==> src/rtl/chunk_serial_adder_pkg.sv <==
// Shared types and default sizing for the chunk-serial adder.
package chunk_serial_adder_pkg;

  typedef enum logic [1:0] {
    IDLE = 2'd0,
    RUN  = 2'd1,
    DONE = 2'd2
  } state_t;

  localparam int DEFAULT_WIDTH = 16;
  localparam int DEFAULT_CHUNK = 4;

endpackage

==> src/rtl/chunk_serial_adder_if.sv <==
// Start/done request bus of the chunk-serial adder.
interface chunk_serial_adder_if #(
  parameter int WIDTH = 16
);
  logic             start;
  logic [WIDTH-1:0] a;
  logic [WIDTH-1:0] b;
  logic             cin;
  logic             sub;
  logic             ready;
  logic             done;
  logic [WIDTH-1:0] s;
  logic             cout;
  logic             ovf;

  modport master (
    output start, a, b, cin, sub,
    input  ready, done, s, cout, ovf
  );

  modport slave (
    input  start, a, b, cin, sub,
    output ready, done, s, cout, ovf
  );
endinterface

==> src/rtl/chunk_serial_adder_ripple.sv <==
// CHUNK-bit combinational ripple slice built from full-adder cells.
module onebitadder (
  input  logic a_i,
  input  logic b_i,
  input  logic cin_i,
  output logic sum_o,
  output logic cout_o
);
  assign sum_o  = a_i ^ b_i ^ cin_i;
  assign cout_o = (a_i & b_i) | (cin_i & (a_i ^ b_i));
endmodule

module chunk_ripple_adder #(
  parameter int CHUNK = 4
) (
  input  logic [CHUNK-1:0] a_i,
  input  logic [CHUNK-1:0] b_i,
  input  logic             cin_i,
  output logic [CHUNK-1:0] sum_o,
  output logic             cout_o,
  output logic             c_msb_o
);
  logic [CHUNK:0] c;

  assign c[0] = cin_i;

  for (genvar i = 0; i < CHUNK; i++) begin : g_cell
    onebitadder u_cell (
      .a_i   (a_i[i]),
      .b_i   (b_i[i]),
      .cin_i (c[i]),
      .sum_o (sum_o[i]),
      .cout_o(c[i+1])
    );
  end

  assign cout_o  = c[CHUNK];
  // carry entering the slice's top bit; on the last chunk this is the carry into the word MSB
  assign c_msb_o = c[CHUNK-1];
endmodule

==> src/rtl/chunk_serial_adder.sv <==
// Multi-cycle WIDTH-bit add/subtract, CHUNK bits per clock, LS chunk first.
module chunk_serial_adder
  import chunk_serial_adder_pkg::*;
#(
  parameter int WIDTH = DEFAULT_WIDTH,
  parameter int CHUNK = DEFAULT_CHUNK
) (
  input  logic                 clk,
  input  logic                 rst_n,
  chunk_serial_adder_if.slave  bus
);
  localparam int N    = WIDTH / CHUNK;
  localparam int IDXW = (N > 1) ? $clog2(N) : 1;
  localparam logic [IDXW-1:0] LAST_IDX = IDXW'(N - 1);

  if (WIDTH % CHUNK != 0) begin : g_bad_param
    $error("chunk_serial_adder: WIDTH must be a multiple of CHUNK");
  end

  state_t           state_q, state_d;
  logic [WIDTH-1:0] a_q, a_d;
  logic [WIDTH-1:0] b_q, b_d;
  logic             carry_q, carry_d;
  logic [IDXW-1:0]  idx_q, idx_d;
  logic [WIDTH-1:0] s_q, s_d;
  logic             cout_q, cout_d;
  logic             ovf_q, ovf_d;

  logic [CHUNK-1:0] slice_sum;
  logic             slice_cout;
  logic             slice_c_msb;

  chunk_ripple_adder #(.CHUNK(CHUNK)) u_slice (
    .a_i    (a_q[idx_q*CHUNK +: CHUNK]),
    .b_i    (b_q[idx_q*CHUNK +: CHUNK]),
    .cin_i  (carry_q),
    .sum_o  (slice_sum),
    .cout_o (slice_cout),
    .c_msb_o(slice_c_msb)
  );

  // State and datapath registers; reset discards any in-flight operation.
  always_ff @(posedge clk or negedge rst_n) begin
    if (!rst_n) begin
      state_q <= IDLE;
      a_q     <= '0;
      b_q     <= '0;
      carry_q <= 1'b0;
      idx_q   <= '0;
      s_q     <= '0;
      cout_q  <= 1'b0;
      ovf_q   <= 1'b0;
    end else begin
      state_q <= state_d;
      a_q     <= a_d;
      b_q     <= b_d;
      carry_q <= carry_d;
      idx_q   <= idx_d;
      s_q     <= s_d;
      cout_q  <= cout_d;
      ovf_q   <= ovf_d;
    end
  end

  // Next state: accept in IDLE/DONE, one chunk per RUN edge, flags on the last chunk.
  always_comb begin
    state_d = state_q;
    a_d     = a_q;
    b_d     = b_q;
    carry_d = carry_q;
    idx_d   = idx_q;
    s_d     = s_q;
    cout_d  = cout_q;
    ovf_d   = ovf_q;
    case (state_q)
      RUN: begin
        s_d[idx_q*CHUNK +: CHUNK] = slice_sum;
        carry_d = slice_cout;
        idx_d   = idx_q + 1'b1;
        if (idx_q == LAST_IDX) begin
          cout_d  = slice_cout;
          ovf_d   = slice_c_msb ^ slice_cout;
          state_d = DONE;
        end
      end
      default: begin
        if (bus.start) begin
          // subtraction is a + ~b + 1, so the inversion and the +1 are folded in here
          a_d     = bus.a;
          b_d     = bus.sub ? ~bus.b : bus.b;
          carry_d = bus.sub ? 1'b1 : bus.cin;
          idx_d   = '0;
          s_d     = '0;
          cout_d  = 1'b0;
          ovf_d   = 1'b0;
          state_d = RUN;
        end else begin
          state_d = IDLE;
        end
      end
    endcase
  end

  assign bus.ready = (state_q != RUN);
  assign bus.done  = (state_q == DONE);
  assign bus.s     = s_q;
  assign bus.cout  = cout_q;
  assign bus.ovf   = ovf_q;
endmodule

==> src/flat_wrapper.sv <==
// flat-port wrapper written by rule: the top's interface ports become plain ports
module chunk_serial_adder_flat import chunk_serial_adder_pkg::*;
#(
  parameter int WIDTH = DEFAULT_WIDTH,
  parameter int CHUNK = DEFAULT_CHUNK
)
  (clk, rst_n, bus_start, bus_a, bus_b, bus_cin, bus_sub, bus_ready, bus_done, bus_s, bus_cout, bus_ovf);
  chunk_serial_adder_if #(.WIDTH(WIDTH)) bus_i ();
  input  logic clk;
  input  logic rst_n;
  input wire logic [$bits(bus_i.start)-1:0] bus_start;
  input wire logic [$bits(bus_i.a)-1:0] bus_a;
  input wire logic [$bits(bus_i.b)-1:0] bus_b;
  input wire logic [$bits(bus_i.cin)-1:0] bus_cin;
  input wire logic [$bits(bus_i.sub)-1:0] bus_sub;
  output wire logic [$bits(bus_i.ready)-1:0] bus_ready;
  output wire logic [$bits(bus_i.done)-1:0] bus_done;
  output wire logic [$bits(bus_i.s)-1:0] bus_s;
  output wire logic [$bits(bus_i.cout)-1:0] bus_cout;
  output wire logic [$bits(bus_i.ovf)-1:0] bus_ovf;
  assign bus_i.start = bus_start;
  assign bus_i.a = bus_a;
  assign bus_i.b = bus_b;
  assign bus_i.cin = bus_cin;
  assign bus_i.sub = bus_sub;
  assign bus_ready = bus_i.ready;
  assign bus_done = bus_i.done;
  assign bus_s = bus_i.s;
  assign bus_cout = bus_i.cout;
  assign bus_ovf = bus_i.ovf;
  chunk_serial_adder #(.WIDTH(WIDTH), .CHUNK(CHUNK)) u_core (.clk(clk), .rst_n(rst_n), .bus(bus_i));
endmodule
==> config.mk <==
export PLATFORM = sky130hd
export DESIGN_NAME = chunk_serial_adder_flat
export DESIGN_NICKNAME = d
export VERILOG_FILES = /design/src/rtl/chunk_serial_adder_pkg.sv /design/src/rtl/chunk_serial_adder_if.sv /design/src/rtl/chunk_serial_adder_ripple.sv /design/src/rtl/chunk_serial_adder.sv /design/src/flat_wrapper.sv
export SDC_FILE = /design/constraint.sdc
export NUM_CORES = 1
export LEC_CHECK = 0
export ABC_AREA = 1
export CORE_ASPECT_RATIO = 1.4
export CORE_UTILIZATION = 35
export DETAILED_ROUTE_END_ITERATION = 10
export GPL_ROUTABILITY_DRIVEN = 0
export HOLD_SLACK_MARGIN = 0.03
export PLACE_DENSITY = 0.65
export SETUP_SLACK_MARGIN = 0.2
export SYNTH_ARGS = -nofsm -noshare
export SYNTH_HDL_FRONTEND = slang
export SYNTH_SLANG_ARGS = --single-unit
==> constraint.sdc <==
create_clock -name clk -period 2.6 [get_ports clk]
set_input_delay 0.39 -clock clk [delete_from_list [all_inputs] [get_ports clk]]
set_output_delay 0.39 -clock clk [all_outputs]
set_load 0.1 [all_outputs]
==> metrics.log <==
[metrics] synthesized instance count: 353
[metrics] Cell Pwr Density: 1440 nW/um^2
[metrics] Comb pwr share: approximately 61%
[metrics] startpoint-to-endpoint class of the critical path: reg2reg
[metrics] clock tree from TritonCTS: built
[metrics] final critical-path share of the clock period: 101%
[metrics] share of synthesized area occupied by flip-flops and latches: a little under half
[metrics] standard-cell rows: 38
[metrics] share of power burned in the clock network: between 10 and 15%
[metrics] P&R area growth vs syn: 28.6%
[metrics] internal power contribution: ~2.6 mW
[metrics] family with the most delay on the worst path: adder cells
[metrics] Hold Fails Final Rpt: 0
[metrics] total clock buffers created by CTS: 5
[metrics] Lkg Pwr: 1.95 nW
[metrics] final setup margin: -0.0234 ns
[metrics] remaining antenna violation count: 0
[metrics] die height: between 100 and 150 microns
[metrics] maximum level of the CTS H-tree: 2
[metrics] minimum clock period: approximately 2.6 ns
[metrics] number of register bits inferred by synthesis: 55
[metrics] commonest cells after routing, fill and taps aside: 154 x sky130_fd_sc_hd__nand2_1, 54 x sky130_fd_sc_hd__dfrtp_1, 35 x sky130_fd_sc_hd__clkdlybuf4s50_1, 29 x sky130_fd_sc_hd__nand3_1, 29 x sky130_fd_sc_hd__buf_4
[metrics] placed instance count: around 500
[metrics] type of origin of the critical path: register
[metrics] Max-cap violations: 0
[metrics] power share of the sequential group: about 28%
[metrics] count of different cell masters after synthesis: 21
[metrics] share of layout cells above drive strength 1: 17.6%
[metrics] WL per Instance: about 13 microns
[metrics] Die W: between 70 and 80 microns
[metrics] fmax: approximately 380 MHz
[metrics] count of antenna diodes in the layout: 0
[metrics] average cell area after synthesis: between 8 and 9 sq um
[metrics] root cell of the clock tree: sky130_fd_sc_hd__clkbuf_8
[metrics] CP cell instances: buf_6 > nand2_4 > nand3_2 > nand2_2 > fa_2 > inv_2 > fa_2 > inv_2 > fa_2 > inv_2 > fa_2 > nand2_2 > nor2_2 > nand2_1 > nand2_1
[metrics] data required time of the critical path: approximately 2.8 ns
[metrics] final-report setup violation count: 3
[metrics] most frequent standard cell in the layout excluding fill and tap cells: sky130_fd_sc_hd__nand2_1
[metrics] arrival time at the worst endpoint: between 2 and 3 ns
[metrics] total iterations of the first detailed-routing run: 4
[metrics] buffer depth of the longest clock path: 2
[metrics] core box area: between 7000 and 8000 sq um
[metrics] I/O Buffers: 56
[metrics] DIE AREA: between 8000 and 9000 sq um
[metrics] maximum number of pins on one net before global-route repair: 53
[metrics] cts-stage hold buffer count: 0
[metrics] instance area after placement: between 3000 and 4000 sq um
[metrics] all-layer global routing usage: between 10% and 20%
[metrics] HPWL after detailed placement: slightly below 5000 microns
[metrics] RSZ-0062 raised after global routing: true
[metrics] count of final max-slew check failures: 0
[metrics] Remaining DRCs: 0
[metrics] slowest stage cell, crit path: sky130_fd_sc_hd__dfrtp_2
[metrics] setup slack on the worst flop-to-flop path: -0.02 ns
[metrics] number of vias after detailed routing: roughly 2,400
[metrics] tightest slew margin relative to the limit: ~59%
[metrics] Ports: 57
[metrics] Final #Nets: approximately 460
[metrics] worst-path fanout max: 8
[metrics] clock sink count: 55
[metrics] actual slew at the worst max-slew pin: ~0.62 ns
[metrics] antenna violations before repair: 0
[metrics] global-route wire length before repair: 10,700 microns
[metrics] number of buffers and inverters on the critical path: 4
[metrics] Post-Route Utilization: between 40% and 50%
[metrics] Reg clk slew, reported paths: around 0.10 ns
[metrics] post-route design area: 3690 sq um
[metrics] switching power total: 2.69 mW
[metrics] hold_ws: about 0.073 ns
[metrics] Mapped Area: 2870 sq um
[metrics] initial core utilization: between 30% and 40%
[metrics] Layout Skew: about 0.0058 ns
[metrics] nature of the critical path endpoint: register
[metrics] fraction of power spent switching nets: 50.6%
[metrics] CP max stage delay: around 0.45 ns
[metrics] final non-filler cell total: 514
[metrics] Congestion Overflow GR: 0
[metrics] clock insertion delay at the later pin of the skew report: ~0.32 ns
[metrics] routed vias/inst: around 4.7
[metrics] failing checks: setup timing
[metrics] path category of the worst min-delay check: in2async
[metrics] vias in the first global route: around 2,400
[metrics] final total power: around 5.3 mW
[metrics] most used cell, CP: sky130_fd_sc_hd__fa_2
[metrics] Post-Syn Nets: 398
[metrics] Total Wirelength: between 6000 and 7000 microns
[metrics] status: finished, violations left
[metrics] synth warn: 0
[metrics] Iter 0 DRT Violations: 114
[metrics] worst vdd rail ir drop: between 0.6 and 0.7 mV
==> cell type report <==
type | instances | area, sq um
fillers | 805 | 4150
flip-flops and latches | 55 | 1380
multi-input cells | 259 | 1360
repair buffers | 69 | 624
well taps | 100 | 125
inverters | 23 | 93.8
clock buffers | 6 | 82.6
clock inverters | 2 | 35.0
==> worst paths after layout <==
check,from,end,cells after the start
worst min register to register,u_core.b_q[3]$_DFFE_PN0P_,u_core.b_q[3]$_DFFE_PN0P_,2
max in group asynchronous,rst_n,u_core.idx_q[0]$_DFFE_PN0P_,2
worst min-delay path,rst_n,u_core.b_q[10]$_DFFE_PN0P_,1
min in group clk,u_core.b_q[3]$_DFFE_PN0P_,u_core.b_q[3]$_DFFE_PN0P_,2
worst max register to register,u_core.idx_q[0]$_DFFE_PN0P_,u_core.bus.s[7]$_DFFE_PN0P_,15
worst max-delay path,u_core.idx_q[0]$_DFFE_PN0P_,u_core.bus.s[7]$_DFFE_PN0P_,15
==> kinds of logic (layout without fill, tap and decap cells) <==
kind of cell	Yosys count	in the layout	share of synthesized area, %
simple gates	223	223	32.8
flops	55	55	47.9
buf+inv	39	100	7.36
xor+xnor	17	17	5.18
compound gates	11	11	2.26
fa+ha+maj	8	8	4.53
==> flip-flops by register name, indices dropped and copies added (netlist names) <==
| name | count |
|---|---|
| u_core.bus.ovf | 1 |
| u_core.bus.cout | 1 |
| u_core.a_q | 16 |
| u_core.state_q | 2 |
| u_core.carry_q | 1 |
| u_core.bus.s | 16 |
| u_core.idx_q | 2 |
| u_core.b_q | 16 |
==> power groups by stage <==
stage / clock, mW / combinational (mW) / sequential (mW)
floorplan: 0 / 1.76 / 1.99
global placement: 0 / 2.91 / 1.49
detailed placement: 0 / 2.99 / 1.50
CTS: 0.600 / 3.01 / 1.48
global route: 0.633 / 3.53 / 1.53
finish: 0.592 / 3.22 / 1.50
==> what timing repair did <==
item | 4_1_cts | 5_1_grt
pin swaps | 0 | 8
endpoints found under the setup margin | 9 | 11
gates resized for setup | 2 | 23
setup buffers | 0 | 3
==> per-layer routing <==
layer / vias to the layer above / wire length (microns) / global-route usage [%] / part of all wire [%]
li1: 1216 / - / - / -
met1: 1120 / 2620 / 17.9 / 40
met2: 59 / 3450 / 29.4 / 53
met3: 16 / 255 / 2.93 / 3.9
met4: 0 / 184 / 6.35 / 2.8
met5: - / 0 / 0 / 0
==> worst register-to-register path, stage by stage, from the launching register on <==
cell and delay (ns):
sky130_fd_sc_hd__dfrtp_2 0.45, sky130_fd_sc_hd__buf_6 0.16, sky130_fd_sc_hd__nand2_4 0.05, sky130_fd_sc_hd__nand3_2 0.08
sky130_fd_sc_hd__nand2_2 0.06, sky130_fd_sc_hd__fa_2 0.33, sky130_fd_sc_hd__inv_2 0.06, sky130_fd_sc_hd__fa_2 0.19
sky130_fd_sc_hd__inv_2 0.04, sky130_fd_sc_hd__fa_2 0.35, sky130_fd_sc_hd__inv_2 0.06, sky130_fd_sc_hd__fa_2 0.44
sky130_fd_sc_hd__nand2_2 0.10, sky130_fd_sc_hd__nor2_2 0.04, sky130_fd_sc_hd__nand2_1 0.06, sky130_fd_sc_hd__nand2_1 0.05
==> Yosys cell counts <==
| library cell | instances | area share [%] |
|---|---|---|
| sky130_fd_sc_hd__buf_6 | 4 | 1.6 |
| sky130_fd_sc_hd__xor2_1 | 16 | 4.9 |
| sky130_fd_sc_hd__dfrtp_1 | 55 | 48 |
| sky130_fd_sc_hd__xnor2_1 | 1 | 0.30 |
| sky130_fd_sc_hd__inv_2 | 2 | 0.26 |
| sky130_fd_sc_hd__o211ai_1 | 4 | 1.0 |
| sky130_fd_sc_hd__nor3_1 | 2 | 0.35 |
| sky130_fd_sc_hd__inv_1 | 20 | 2.6 |
| sky130_fd_sc_hd__buf_2 | 5 | 0.87 |
| sky130_fd_sc_hd__nand2_8 | 2 | 1.4 |
| sky130_fd_sc_hd__nand4_1 | 4 | 0.87 |
| sky130_fd_sc_hd__o21ai_0 | 7 | 1.2 |
| sky130_fd_sc_hd__nand3_1 | 34 | 5.9 |
| sky130_fd_sc_hd__nor2_2 | 1 | 0.22 |
| sky130_fd_sc_hd__nand3_4 | 1 | 0.61 |
| sky130_fd_sc_hd__inv_4 | 1 | 0.22 |
| sky130_fd_sc_hd__nor2_1 | 17 | 2.2 |
| sky130_fd_sc_hd__nand2_1 | 162 | 21 |
| sky130_fd_sc_hd__buf_4 | 7 | 1.8 |
| sky130_fd_sc_hd__ha_1 | 4 | 1.7 |
| sky130_fd_sc_hd__fa_1 | 4 | 2.8 |
==> stage by stage <==
step / setup TNS (ns) / setup WS, ns
2_1_floorplan: -0.136 / -0.0526
3_3_place_gp: 0 / 0.0477
3_5_place_dp: -0.0328 / -0.0235
4_1_cts: -0.0651 / -0.0351
5_1_grt: -0.417 / -0.131
6_report: -0.0398 / -0.0234
No activity file was read; power rests on OpenSTA's default activity.
